[src/rtl/pulse_peak_finder.sv]
// pulse_peak_finder
//   Turns the sample stream of one shaping filter into one record per pulse:
//   peak amplitude, timestamp of the peak and time-over-threshold.
//
// Ports
//   clk             system clock
//   reset           synchronous, active-high
//   enable          1 = detection active; 0 drops any pulse in progress
//   threshold       signed trigger level, sampled every cycle
//   input_data      signed filter output, one sample per clk
//   peak_valid      one-cycle strobe, record outputs valid
//   peak_amplitude  largest sample of the pulse (first one wins on ties)
//   peak_time       free-running timestamp of that sample
//   peak_width      number of samples strictly above threshold
//   peak_overflow   pulse reached MAX_WIDTH samples
//   busy            registered, state != IDLE
//   event_count     records emitted since reset, wraps
module pulse_peak_finder #(
   parameter int DATA_WIDTH     = 16,
   parameter int TIME_WIDTH     = 32,
   parameter int WIDTH_BITS     = 8,
   parameter int MAX_WIDTH      = 200,
   parameter int HOLDOFF_CYCLES = 16
) (
   input  logic                         clk,
   input  logic                         reset,
   input  logic                         enable,
   input  logic signed [DATA_WIDTH-1:0] threshold,
   input  logic signed [DATA_WIDTH-1:0] input_data,
   output logic                         peak_valid,
   output logic signed [DATA_WIDTH-1:0] peak_amplitude,
   output logic        [TIME_WIDTH-1:0] peak_time,
   output logic        [WIDTH_BITS-1:0] peak_width,
   output logic                         peak_overflow,
   output logic                         busy,
   output logic                  [15:0] event_count
);

   typedef enum logic [1:0] {
      IDLE     = 2'd0,
      ABOVE    = 2'd1,
      WAIT_LOW = 2'd2,
      HOLDOFF  = 2'd3
   } state_t;

   localparam int HOLD_BITS = (HOLDOFF_CYCLES > 1) ? $clog2(HOLDOFF_CYCLES) : 1;
   localparam state_t AFTER_PULSE = (HOLDOFF_CYCLES == 0) ? IDLE : HOLDOFF;
   localparam logic [WIDTH_BITS-1:0] MAX_W = WIDTH_BITS'(MAX_WIDTH);
   // Counter runs HOLDOFF_CYCLES-1 .. 0 so the exit happens on the last holdoff edge.
   localparam logic [HOLD_BITS-1:0] HOLD_LOAD =
      (HOLDOFF_CYCLES > 0) ? HOLD_BITS'(HOLDOFF_CYCLES - 1) : HOLD_BITS'(0);

   // Equal to threshold counts as below.
   function automatic logic is_above(input logic signed [DATA_WIDTH-1:0] s,
                                     input logic signed [DATA_WIDTH-1:0] t);
      return s > t;
   endfunction

   state_t                         state, state_nxt;
   logic        [TIME_WIDTH-1:0]   ts;
   logic signed [DATA_WIDTH-1:0]   max_amp, run_amp;
   logic        [TIME_WIDTH-1:0]   max_time, run_time;
   logic        [WIDTH_BITS-1:0]   width_cnt, width_inc, run_width;
   logic        [HOLD_BITS-1:0]    hold_cnt;
   logic                           above, track, emit, emit_ovf;

   assign above     = is_above(input_data, threshold);
   assign width_inc = width_cnt + WIDTH_BITS'(1);

   // run_* is the pulse summary including the current sample; it feeds both
   // the tracking registers and the record registers.
   always_comb begin
      state_nxt = state;
      track     = 1'b0;
      emit      = 1'b0;
      emit_ovf  = 1'b0;
      run_amp   = max_amp;
      run_time  = max_time;
      run_width = width_cnt;
      if (!enable) begin
         state_nxt = IDLE;
      end else begin
         case (state)
            IDLE: begin
               if (above) begin
                  run_amp   = input_data;
                  run_time  = ts;
                  run_width = WIDTH_BITS'(1);
                  if (MAX_WIDTH == 1) begin
                     emit      = 1'b1;
                     emit_ovf  = 1'b1;
                     state_nxt = WAIT_LOW;
                  end else begin
                     track     = 1'b1;
                     state_nxt = ABOVE;
                  end
               end
            end
            ABOVE: begin
               if (above) begin
                  track     = 1'b1;
                  run_width = width_inc;
                  if (input_data > max_amp) begin
                     run_amp  = input_data;
                     run_time = ts;
                  end
                  if (width_inc == MAX_W) begin
                     emit      = 1'b1;
                     emit_ovf  = 1'b1;
                     state_nxt = WAIT_LOW;
                  end
               end else begin
                  emit      = 1'b1;
                  state_nxt = AFTER_PULSE;
               end
            end
            WAIT_LOW: begin
               if (!above) state_nxt = AFTER_PULSE;
            end
            HOLDOFF: begin
               if (hold_cnt == '0) state_nxt = IDLE;
            end
            default: state_nxt = IDLE;
         endcase
      end
   end

   always_ff @(posedge clk) begin
      if (reset) begin
         state          <= IDLE;
         ts             <= '0;
         hold_cnt       <= '0;
         busy           <= 1'b0;
         peak_valid     <= 1'b0;
         peak_amplitude <= '0;
         peak_time      <= '0;
         peak_width     <= '0;
         peak_overflow  <= 1'b0;
         event_count    <= '0;
      end else begin
         state      <= state_nxt;
         ts         <= ts + TIME_WIDTH'(1);
         busy       <= (state_nxt != IDLE);
         peak_valid <= emit;
         if (state != HOLDOFF && state_nxt == HOLDOFF) begin
            hold_cnt <= HOLD_LOAD;
         end else if (state == HOLDOFF) begin
            hold_cnt <= hold_cnt - HOLD_BITS'(1);
         end
         if (emit) begin
            peak_amplitude <= run_amp;
            peak_time      <= run_time;
            peak_width     <= run_width;
            peak_overflow  <= emit_ovf;
            event_count    <= event_count + 16'd1;
         end
      end
   end

   // Pulse tracking registers are always written before being read, so they carry no reset.
   always_ff @(posedge clk) begin
      if (track) begin
         max_amp   <= run_amp;
         max_time  <= run_time;
         width_cnt <= run_width;
      end
   end

endmodule

[config.mk]
export PLATFORM = sky130hd
export DESIGN_NAME = pulse_peak_finder
export DESIGN_NICKNAME = d
export VERILOG_FILES = /design/src/rtl/pulse_peak_finder.sv
export SDC_FILE = /design/constraint.sdc
export NUM_CORES = 1
export LEC_CHECK = 0
export ABC_AREA = 1
export BUFFER_PORTS_ARGS = -buffer_cell sky130_fd_sc_hd__buf_2
export CORE_ASPECT_RATIO = 0.7
export CORE_MARGIN = 3
export CORE_UTILIZATION = 48
export DETAILED_ROUTE_END_ITERATION = 10
export GPL_TIMING_DRIVEN = 0
export PLACE_DENSITY_LB_ADDON = 0.2
export SETUP_SLACK_MARGIN = 0.1
export SYNTH_ARGS = -nofsm -noshare
export SYNTH_HDL_FRONTEND = slang
export SYNTH_SLANG_ARGS = --single-unit
[constraint.sdc]
create_clock -name clk -period 2.75 [get_ports clk]
set_input_delay 0.1375 -clock clk [delete_from_list [all_inputs] [get_ports clk]]
set_output_delay 0.1375 -clock clk [all_outputs]
set_load 0.05 [all_outputs]
After elaboration in Yosys (flattened, before gate mapping):

Cells that the tools add are included.

* add/sub/neg operators: 4
* $lt $le $gt $ge: 2
* eq/ne operators: 6
* mux-type cells: 33
* reduce and logical (&&, ||, !) cells: 6

Operator list (count)
* $mux 32: 4
* $mux 16: 4
* $pmux 32 s2: 1
* $add 32x1->32 const B: 1
* $gt 16x16->1: 2
* $pmux 16 s2: 1
* $mux 8: 3
* $add 16x1->16 const B: 1
* $pmux 8 s2: 1
* $mux 2: 6
* $mux 1: 10
* $add 8x1->8 const B: 1
* $eq 8x8->1 const B: 1
* $mux 4: 2
* $pmux 2 s4: 1
* $eq 2x2->1 const B: 3
* $logic_not 4->1: 1
* $reduce_bool 2->1: 2
* $sub 4x1->4 const B: 1
* $eq 2x1->1 const B: 1
* $logic_not 2->1: 1
* $ne 2x2->1 const B: 1
* $reduce_or 2->1: 1
* $logic_and 1x1->1: 1

* bits in registers: 169
* input port bits: 35

Longest topological paths before layout:

Gate-level depths: netlist (run 1).

* depth in word-level cells: 9
* gate-level depth with buffers: 22
* depth with buffers taken out: 21

Worst setup path before layout (run 1):

OpenSTA, ideal clock, no wires.

* path kind: input-to-reg
* start: input threshold[7]
* end: register width_cnt[2] (data pin)
* setup time: 0.258 ns
* arrival time: 2.636 ns
* data required time: 2.492 ns
* slack: -0.144 ns
* stages: 15
* path buffers: 1
* cells stage by stage: inv_1 > ha_1 > nand2_2 > inv_1 > a21oi_1 > nand3_1 > nand2_1 > nand2_1 > nand2_1 > nand3_2 > buf_6 > nor2_4 > inv_1 > a32oi_1 > inv_1

* word-level cells in the longest chain between the ends: 4
* elaborated cells between the ends (all ways): 5
* those cells by class: 1 x order compare; 4 x mux

Ends and longest elaborated chain
* start, declared: line 28 `input logic signed [DATA_WIDTH-1:0] threshold,`
* $gt 16x16->1 (*): line 56 `return s > t;`
* $mux 8 (on tied branches): line 100, 85
* $pmux 8 s2 (*): line 83 `case (state)`
* $mux 8 (*): line 80 `if (!enable) begin`
* via run_width[2]: line 63 `logic [WIDTH_BITS-1:0] width_cnt, width_inc, run_width;`
* end signal, assigned: line 165 `width_cnt <= run_width;`
* end, declared: line 63

The timed path passes the listed nets; every way through them passes the cells marked *.
A chain may end at the register's enable or synchronous reset.

Worst setup path in the final report (run 1):

* start: register max_amp[15]
* end: register max_time[28] (data pin)

* word-level cells in the longest chain between the ends: 5

Ends and longest elaborated chain
* start, declared: line 61 `logic signed [DATA_WIDTH-1:0] max_amp, run_amp;`
* start signal, assigned: line 163 `max_amp <= run_amp;`
* $gt 16x16->1: line 103 `if (input_data > max_amp) begin`
* $mux 32: line 103
* $mux 32: line 100 `if (above) begin`
* $pmux 32 s2: line 83
* $mux 32: line 80
* via run_time[28]: line 62 `logic [TIME_WIDTH-1:0] max_time, run_time;`
* end signal, assigned: line 164 `max_time <= run_time;`
* end, declared: line 62

The timed path passes the listed nets, and every way through them passes these cells.

==> flow_metrics.py, run 1 <==
metrics = {
    "run_status": {
        "status": "finished, final reports clean",
    },
    "sta": {
        "hold_viol_final": 0,
        "hold_slack_ns": 0.1243,
        "slew_viol_final": 0,
        "skew_ns": 0.01193,
        "period_share": 0.9510,
        "worstMarginPinSlew_ns": 0.9647,
        "finalSetupViolCount": 0,
        "tns_ns": 0,
        "period_needed_ns": 2.615,
        "timing.fmax_ghz": 0.3824,
        "slew_headroom": 0.3545,
        "rsz0062_at_grt": "yes",
    },
    "route": {
        "firstDrtPassIters": 6,
        "post_drt_wl_per_cell_um": 15.15,
        "drt_first_iter_violations": 1060,
        "vias_per_cell": 5.270,
        "drc": 0,
        "vias": 9850,
        "antenna_left": 0,
        "wl_um": 28310,
    },
    "cts": {
        "clkLatencyLatePin_ns": 0.44,
        "clock-sinks": 169,
        "hold_buffers": 0,
        "cts_buffer_depth": 2,
        "path_clk_slew_ns": 0.07,
        "cts_tree": "built",
        "htree_levels": 4,
        "clock-root-buffer": "clkbuf_16",
        "numCtsBuffers": 17,
    },
    "flow_run": {
        "cap_violations": 0,
    },
    "power": {
        "power.density_nw_per_um2": 568.5,
        "leakage_nw": 6.189,
        "ir_drop_v": 0.0004305,
    },
    "synth": {
        "netlist_area_sq_um": 10050,
        "seq_area_frac_synth": 0.3924,
        "ys_warn_count": 0,
        "ys_types": 47,
        "syn_inst": 1434,
        "syn_nets": 1506,
        "synth_ff_type": "dfxtp_1",
        "synth_edf_count": 56,
        "avgSynthCellArea_sq_um": 7.008,
        "synthArstFlopShare": 0,
        "ys_ff_latch": 169,
    },
    "floorplanning": {
        "ios": 110,
        "die_w_um": 178.9,
        "coreArea_sq_um": 20180,
        "start_util": 0.4981,
        "die_y_um": 127.1,
        "rows": 43,
        "dieArea_sq_um": 22740,
    },
    "final_layout": {
        "n_antenna_cell": 0,
        "drive_gt1_frac": 0.1882,
        "syn2layout_area_growth_pct": 20.85,
        "stdcell_area_sq_um": 12150,
        "num-nets-final": 1658,
    },
    "critical_path": {
        "reg2reg_slack_ns": 0.13,
        "critPathSlowestCell": "edfxtp_1",
        "critical_path.top_delay_family": "simple AND/OR/NAND/NOR gates",
        "cp_data_arrival_time_ns": 2.81,
        "max_stage_delay_ns": 0.37,
        "crit_path_end_kind": "register",
        "crit_top_cell": "nand2_4",
        "critPathBufInv": 3,
        "cp_max_fo": 7,
        "worst-endpoint-required_ns": 2.95,
        "crit_chain": "inv_2 -> ha_4 -> nand4_1 -> a21oi_1 -> nor2_1 -> nand3_1 -> nand3_4 -> inv_8 -> nand2_4 -> a21oi_4 -> nand2_4 -> clkbuf_16 -> nand2_4 -> nand2_2",
        "critPathLaunchType": "register",
        "crit_type": "register to register",
    },
    "global_route": {
        "grt_pass1_wl_um": 44930,
        "antenna_found_initial": 1,
        "gr-total-overflow": 0,
        "grt_max_degree": 28,
        "grt_pass1_vias": 8865,
        "grt.total_usage": 0.2473,
    },
    "placed_design": {
        "place.gp.congestion": 0.9468,
        "place_area_sq_um": 11110,
        "place_hpwl_um": 20560,
        "io_buffers": 108,
    },
    "worst_hold_path": {
        "min-delay-path-class": "primary input to register",
    },
}
==> synthesized netlist by cell type, drive strengths merged, types with 2 or more instances <==
cell type	instances	area, sq um
a21oi	47	250.3
a31oi	2	12.51
buf	32	229.0
clkbuf	34	127.6
dfxtp	113	2262
edfxtp	56	1682
ha	37	462.9
inv	267	1005
nand2	383	1474
nand3	169	863.3
nand4	9	56.30
nor2	61	259.0
nor3	26	145.1
nor3b	5	47.54
nor4	9	68.81
o211ai	36	270.3
o21a	2	15.01
o21ai	117	585.6
o21bai	8	60.06
o31ai	3	22.52
xnor2	2	17.52
xor2	8	70.07
==> where the power goes <==
| group | total (mW) | switching, mW | internal (mW) |
|---|---|---|---|
| logic | 1.80 | 1.17 | 0.628 |
| clock network | 2.24 | 1.04 | 1.20 |
| registers | 2.86 | 0.0896 | 2.77 |
| total | 6.90 | 2.30 | 4.60 |
==> sequential cells by signal (all words and copies together) (netlist names) <==
register        flops
width_cnt           8
peak_amplitude     16
peak_time          32
peak_overflow       1
hold_cnt            4
ts                 32
event_count        16
state               2
max_time           32
max_amp            16
busy                1
peak_width          8
peak_valid          1
==> final timing paths <==
path                                     from  cells past startpoint            to
worst max-delay path              max_amp[15]                     14  max_time[28]
worst min-delay path            input_data[9]                      3    max_amp[9]
worst max register to register    max_amp[15]                     14  max_time[28]
worst min register to register          ts[0]                      1         ts[0]
==> repair_timing <==
item                                    CTS  global route
endpoints found under the setup margin   79           116
gates cloned                              0             2
resized for setup                         7            82
setup buffers                             5            16
pin swaps                                 1            19
==> per-layer routing <==
layer,vias up,share of wire,wire [um],global-route usage
li1,4934,-,-,-
met3,26,0.077,2188,0.05110
met5,-,0.00025,7,0
met2,373,0.41,11690,0.3540
met1,4515,0.50,14170,0.3800
met4,2,0.0088,250,0.05861
==> cell families after synthesis <==
kind of cell	Yosys count	synth area share
AND/OR/NAND/NOR	664	0.2915
XOR/XNOR	10	0.008716
flip-flops	169	0.3924
buffers and inverters	333	0.1355
adder cells (fa/ha/maj)	37	0.04607
AO/OA/AOI/OAI	221	0.1259
==> cells in the final DEF (no fill, tap or decap), drive strengths merged <==
master,Yosys,layout
nand3,169,169
xnor2,2,2
xor2,8,8
nor2,61,61
a21oi,47,47
a31oi,2,2
nor4,9,9
o211ai,36,36
o21ai,117,117
a32oi,1,1
o31ai,3,3
nor3,26,26
nand3b,1,1
inv,267,271
a211oi,1,1
nand2,383,384
o311ai,1,1
o21a,2,2
clkbuf,34,53
clkinv,0,7
nor3b,5,5
ha,37,37
or4,1,1
dfxtp,113,113
a21o,1,1
o21bai,8,8
buf,32,166
edfxtp,56,56
o22ai,1,1
o211a,1,1
nand4,9,9
==> worst reg2reg max path: cells and delay by family, from the launching register on <==
| family | cells | cell delay [ns] |
|---|---|---|
| compound gates | 2 | 0.40 |
| fa+ha+maj | 1 | 0.30 |
| buf+inv | 3 | 0.43 |
| flops | 1 | 0.37 |
| simple gates | 8 | 0.87 |
==> metrics by stage <==
| stage | worst slack [ns] | utilization | total power [mW] | std cells |
|---|---|---|---|---|
| 5_1_grt | -0.01992 | 0.6020 | 7.251 | 1869 |
| 6_report | 0.1346 | 0.6020 | 6.904 | 1869 |
| 3_5_place_dp | -0.2720 | 0.5506 | 4.479 | 1814 |
| 2_1_floorplan | 0.03204 | - | 4.041 | 1434 |
| 4_1_cts | 0.1310 | 0.5800 | 6.758 | 1851 |
| 3_3_place_gp | -1.241 | 0.5486 | 4.415 | 1812 |
==> final cells by class <==
class | instances | area (sq um)
Multi-Input combinational cell | 933 | 5155
Tap cell | 270 | 337.8
Fill cell | 1885 | 8030
Timing Repair Buffer | 132 | 767.0
Sequential cell | 169 | 3944
Clock inverter | 11 | 71.32
Inverter | 267 | 1015
Buffer | 66 | 395.4
Clock buffer | 21 | 460.4
Power figures use the tool's default switching activity.
==> run 2, diff against run 1 <==
==> constraint.sdc (replaced) <==
create_clock -name clk -period 2.41 [get_ports clk]
set_input_delay 0.1205 -clock clk [delete_from_list [all_inputs] [get_ports clk]]
set_output_delay 0.1205 -clock clk [all_outputs]
set_load 0.05 [all_outputs]
==> flow_metrics.py, run 2 (synthesized netlist as in run 1, its figures left out) <==
metrics = {
    "run_status": {
        "status": "finished with violations",
        "violations": "negative setup slack",
    },
    "sta": {
        "timing.fmax_ghz": 0.3950,
        "period_needed_ns": 2.531,
        "finalSetupViolCount": 90,
        "worstMarginPinSlew_ns": 0.9522,
        "period_share": 1.050,
        "hold_viol_final": 0,
        "tns_ns": -5.294,
        "hold_slack_ns": 0.08555,
        "slew_headroom": 0.3629,
        "worst_slack_ns": -0.1214,
        "slew_viol_final": 0,
        "skew_ns": 0.009636,
        "rsz0062_at_grt": "yes",
    },
    "critical_path": {
        "crit_top_cell": "nand2_2",
        "worst-endpoint-required_ns": 2.81,
        "critPathLaunchType": "register",
        "crit_path_end_kind": "register",
        "max_stage_delay_ns": 0.40,
        "crit_chain": "inv_2 -> ha_1 -> a21o_1 -> nor2_2 -> nand2_2 -> nand2_2 -> nand2_2 -> nand2_2 -> nand3_4 -> buf_12 -> buf_8 -> clkbuf_16 -> o21ai_4 -> nand3_2 -> nand2_2 -> nand2_2 -> nand3_2 -> nand2_1 -> inv_1",
        "reg2reg_slack_ns": -0.12,
        "critPathSlowestCell": "edfxtp_1",
        "crit_type": "register to register",
        "cp_data_arrival_time_ns": 2.93,
        "cp_max_fo": 5,
    },
    "route": {
        "vias": 10280,
        "antenna_left": 0,
        "wl_um": 31190,
        "firstDrtPassIters": 5,
        "vias_per_cell": 5.453,
        "post_drt_wl_per_cell_um": 16.55,
        "drc": 0,
        "drt_first_iter_violations": 1090,
    },
    "floorplanning": {
        "dieArea_sq_um": 22740,
        "ios": 110,
        "coreArea_sq_um": 20180,
        "rows": 43,
        "die_w_um": 178.9,
        "start_util": 0.4981,
        "die_y_um": 127.1,
    },
    "placed_design": {
        "pre_cts_ws_ns": -0.6021,
        "place_area_sq_um": 11110,
        "place_hpwl_um": 20510,
        "io_buffers": 108,
        "place_inst": 1814,
        "place.gp.congestion": 0.9290,
    },
    "final_layout": {
        "final_util": 0.6750,
        "fillers": 1621,
        "syn2layout_area_growth_pct": 35.51,
        "reg_top3": "max_time x32, peak_time x32, ts x32",
        "n_antenna_cell": 0,
        "drive_gt1_frac": 0.3269,
        "num-nets-final": 1674,
        "layout_common_cells": "nand2_1 (294), inv_1 (242), buf_2 (117)",
        "instances_no_fill": 1885,
        "stdcell_area_sq_um": 13620,
        "layout_commonest_cell": "nand2_1",
    },
    "power": {
        "power.density_nw_per_um2": 657.3,
        "ir_drop_v": 0.0005362,
        "swShare": 0.3548,
        "p_sw_mw": 3.176,
        "leakage_nw": 6.628,
        "clkPwrFrac": 0.310,
        "finalPower_mw": 8.951,
        "p_int_mw": 5.775,
        "p_seq_frac": 0.364,
        "combPwrFrac": 0.326,
    },
    "cts": {
        "clock-root-buffer": "clkbuf_16",
        "clkLatencyLatePin_ns": 0.45,
        "clock-sinks": 169,
        "cts_buffer_depth": 2,
        "hold_buffers": 0,
        "path_clk_slew_ns": 0.07,
        "htree_levels": 4,
        "cts_tree": "built",
        "numCtsBuffers": 17,
    },
    "global_route": {
        "grt.total_usage": 0.2542,
        "grt_max_degree": 28,
        "grt_pass1_vias": 8908,
        "gr-total-overflow": 0,
        "antenna_found_initial": 1,
        "grt_pass1_wl_um": 46270,
    },
    "worst_hold_path": {
        "min-delay-path-class": "primary input to register",
    },
    "flow_run": {
        "cap_violations": 0,
    },
}
-- run 2: changes by cell type in the layout (fill, tap and decap cells not counted), sizes merged --
| cell | before | now |
|---|---|---|
| buf | 166 | 174 |
| inv | 271 | 274 |
| clkinv | 7 | 2 |
| bufinv | 0 | 1 |
| clkinvlp | 0 | 3 |
| clkbuf | 53 | 59 |
-- run 2: power groups by stage --
stage               sequential (mW)  combinational (mW)  clock [mW]
finish                         3.26                2.92        2.77
global route                   3.28                3.13        2.92
CTS                            3.25                2.30        2.79
detailed placement             3.31                1.80           0
global placement               3.31                1.73           0
floorplan                      3.42                1.19           0
-- run 2: per-layer routing --
layer / track usage / vias up / part of all wire
li1: - / 4971 / -
met1: 0.3839 / 4809 / 0.46
met2: 0.3705 / 446 / 0.44
met3: 0.04753 / 51 / 0.080
met4: 0.07005 / 2 / 0.020
met5: 0 / - / 0.00054
-- run 2: final timing paths --
| path | cells past startpoint | startpoint | end |
|---|---|---|---|
| max | 19 | max_amp[7] | peak_amplitude[15] |
| min | 3 | input_data[9] | max_amp[9] |
| max reg2reg | 19 | max_amp[7] | peak_amplitude[15] |
| min reg2reg | 1 | ts[0] | ts[0] |
-- run 2: what timing repair did --
| action | 4_1_cts | 5_1_grt |
|---|---|---|
| pin swaps | 62 | 112 |
| cloned | 4 | 4 |
| setup buffers | 16 | 19 |
| setup endpoints to repair | 130 | 139 |
| gates resized for setup | 154 | 236 |
-- run 2: final cells by class --
cell class	count	area [sq um]	area share
flip-flops and latches	169	3945	0.2897
multi-input cells	933	6200	0.4553
well taps	270	337.8	0.02481
clock inverters	13	131.4	0.009647
repair buffers	149	1042	0.07653
inverters	267	1012	0.07433
clock buffers	19	442.9	0.03252
plain buffers	65	506.7	0.03721
-- run 2: critical path: cells and delay by family, from the launching register on --
kind                     cells  cell delay, ns
AO/OA/AOI/OAI                2            0.35
adder cells (fa/ha/maj)      1            0.25
buffers and inverters        5            0.60
flip-flops                   1            0.40
AND/OR/NAND/NOR             11            0.87
==> run 3, diff against run 2 <==
--- a/config.mk
+++ b/config.mk
@@ -9,11 +9,12 @@
 export BUFFER_PORTS_ARGS = -buffer_cell sky130_fd_sc_hd__buf_2
 export CORE_ASPECT_RATIO = 0.7
 export CORE_MARGIN = 3
-export CORE_UTILIZATION = 48
+export CORE_UTILIZATION = 40
 export DETAILED_ROUTE_END_ITERATION = 10
 export GPL_TIMING_DRIVEN = 0
 export PLACE_DENSITY_LB_ADDON = 0.2
 export SETUP_SLACK_MARGIN = 0.1
+export SLEW_MARGIN = 40
 export SYNTH_ARGS = -nofsm -noshare
 export SYNTH_HDL_FRONTEND = slang
 export SYNTH_SLANG_ARGS = --single-unit
==> flow_metrics.py, run 3 (synthesized netlist as in run 1, its figures left out) <==
metrics = {
    "run_status": {
        "status": "finished with violations",
        "violations": "negative setup slack",
    },
    "global_route": {
        "gr-total-overflow": 0,
        "grt_pass1_wl_um": 48000,
        "grt_pass1_vias": 9129,
        "grt_max_degree": 23,
        "antenna_found_initial": 1,
        "grt.total_usage": 0.2175,
    },
    "power": {
        "clkPwrFrac": 0.318,
        "combPwrFrac": 0.305,
        "leakage_nw": 6.626,
        "power.density_nw_per_um2": 637.6,
        "p_seq_frac": 0.376,
        "ir_drop_v": 0.0005540,
        "p_int_mw": 5.709,
        "swShare": 0.3413,
        "p_sw_mw": 2.958,
        "finalPower_mw": 8.667,
    },
    "final_layout": {
        "reg_top3": "max_time x32, peak_time x32, ts x32",
        "syn2layout_area_growth_pct": 35.26,
        "layout_commonest_cell": "nand2_1",
        "fillers": 2247,
        "final_util": 0.5624,
        "instances_no_fill": 1935,
        "layout_common_cells": "nand2_1 (292), inv_1 (244), buf_2 (118)",
        "n_antenna_cell": 0,
        "num-nets-final": 1676,
        "drive_gt1_frac": 0.3290,
        "stdcell_area_sq_um": 13590,
    },
    "sta": {
        "worstMarginPinSlew_ns": 0.8309,
        "finalSetupViolCount": 83,
        "rsz0062_at_grt": "yes",
        "skew_ns": 0.008421,
        "hold_viol_final": 0,
        "period_share": 1.055,
        "worst_slack_ns": -0.1323,
        "slew_viol_final": 0,
        "hold_slack_ns": 0.07903,
        "slew_headroom": 0.4461,
        "period_needed_ns": 2.542,
        "timing.fmax_ghz": 0.3933,
    },
    "route": {
        "firstDrtPassIters": 5,
        "drt_first_iter_violations": 878,
        "antenna_left": 0,
        "drc": 0,
        "post_drt_wl_per_cell_um": 16.20,
        "vias": 10000,
        "wl_um": 31350,
        "vias_per_cell": 5.169,
    },
    "placed_design": {
        "place_inst": 1863,
        "place_hpwl_um": 21580,
        "io_buffers": 108,
        "place.gp.congestion": 0.9054,
        "place_area_sq_um": 11200,
    },
    "floorplanning": {
        "die_y_um": 138.6,
        "coreArea_sq_um": 24170,
        "die_w_um": 195.5,
        "start_util": 0.4158,
        "ios": 110,
        "dieArea_sq_um": 27090,
        "rows": 47,
    },
    "critical_path": {
        "max_stage_delay_ns": 0.39,
        "crit_top_cell": "nand2_1",
        "crit_type": "register to register",
        "crit_path_end_kind": "register",
        "worst-endpoint-required_ns": 2.60,
        "critical_path.top_delay_family": "simple AND/OR/NAND/NOR gates",
        "cp_max_fo": 10,
        "crit_chain": "inv_1 -> ha_1 -> nand2_1 -> inv_1 -> nand2_1 -> nand2_1 -> nand2_1 -> nand2_2 -> nand2_2 -> nand2_2 -> nand2_2 -> nand3_4 -> inv_8 -> nand2_4 -> a21oi_4 -> nand2_2 -> buf_8 -> nand2_1 -> nand2_1",
        "critPathLaunchType": "register",
        "critPathBufInv": 4,
        "cp_data_arrival_time_ns": 2.73,
        "critPathSlowestCell": "edfxtp_1",
    },
    "cts": {
        "cts_tree": "built",
        "cts_buffer_depth": 2,
        "numCtsBuffers": 17,
        "hold_buffers": 0,
        "clkLatencyLatePin_ns": 0.44,
        "clock-sinks": 169,
        "clock-root-buffer": "clkbuf_16",
        "path_clk_slew_ns": 0.07,
        "htree_levels": 4,
    },
    "worst_hold_path": {
        "min-delay-path-class": "primary input to register",
    },
    "flow_run": {
        "cap_violations": 0,
    },
}
run 3: cell types whose count changed in the layout (fill, tap and decap cells not counted), moves of 5 or more:
cell / delta
inv_4: +5
o21ai_4: -7
o21ai_0: -5
nand3_2: +10
o21ai_1: +14
inv_6: -8
dfxtp_2: +5
nand2_2: +5
dfxtp_1: -5
buf_6: +9
nand3_1: -7
run 3: worst register-to-register path, delay by kind of cell (launching register included):
| kind | cells | cell delay [ns] |
|---|---|---|
| flip-flops | 1 | 0.39 |
| adder cells (fa/ha/maj) | 1 | 0.23 |
| AO/OA/AOI/OAI | 1 | 0.21 |
| AND/OR/NAND/NOR | 13 | 0.99 |
| buffers and inverters | 4 | 0.44 |
run 3: cell type report:
type                            count  area, sq um  area share
Buffer                             63        436.7     0.03212
Clock buffer                       23        531.8     0.03912
Clock inverter                      9        55.05    0.004050
Inverter                          267         1020     0.07502
Multi-Input combinational cell    933         6056      0.4455
Sequential cell                   169         3951      0.2907
Tap cell                          318        397.9     0.02927
Timing Repair Buffer              153         1145     0.08422
run 3: power by group through the flow:
stage / clock network, mW / logic (mW) / registers, mW
final: 2.76 / 2.65 / 3.26
after global placement: 0 / 1.75 / 3.31
after detailed placement: 0 / 1.83 / 3.31
after floorplan: 0 / 1.19 / 3.42
after CTS: 2.80 / 2.02 / 3.25
after global routing: 2.91 / 2.87 / 3.28
run 3: per-stage QoR:
stage / setup WS (ns) / setup TNS [ns]
6_report: -0.1323 / -4.365
5_1_grt: -0.2721 / -19.67
4_1_cts: -0.1146 / -4.152
3_5_place_dp: -0.5717 / -58.03
3_3_place_gp: -1.660 / -124.72
2_1_floorplan: -0.2905 / -6.146
run 3: metal layers:
metal  routed length, um  GRT usage  up-vias
met1               15460     0.3338     4702
met2               13600     0.3128      273
met4                 330    0.04612        2
met5                  13          0        -
met3                1949    0.04662       33
li1                    -          -     4992
run 3: path summary, 6_finish.rpt:
check / from / endpoint / slack [ns] / cells past startpoint
max: max_amp[2] / max_time[29] / -0.13 / 19
min: input_data[8] / max_amp[8] / 0.08 / 3
max reg2reg: max_amp[2] / max_time[29] / -0.13 / 19
min reg2reg: ts[0] / ts[0] / 0.46 / 1
run 3: repair_timing:
item / 4_1_cts / 5_1_grt
buffers inserted: 16 / 19
pin swaps: 7 / 83
endpoints found under the setup margin: 135 / 141
cloned: 1 / 8
resized for setup: 42 / 340
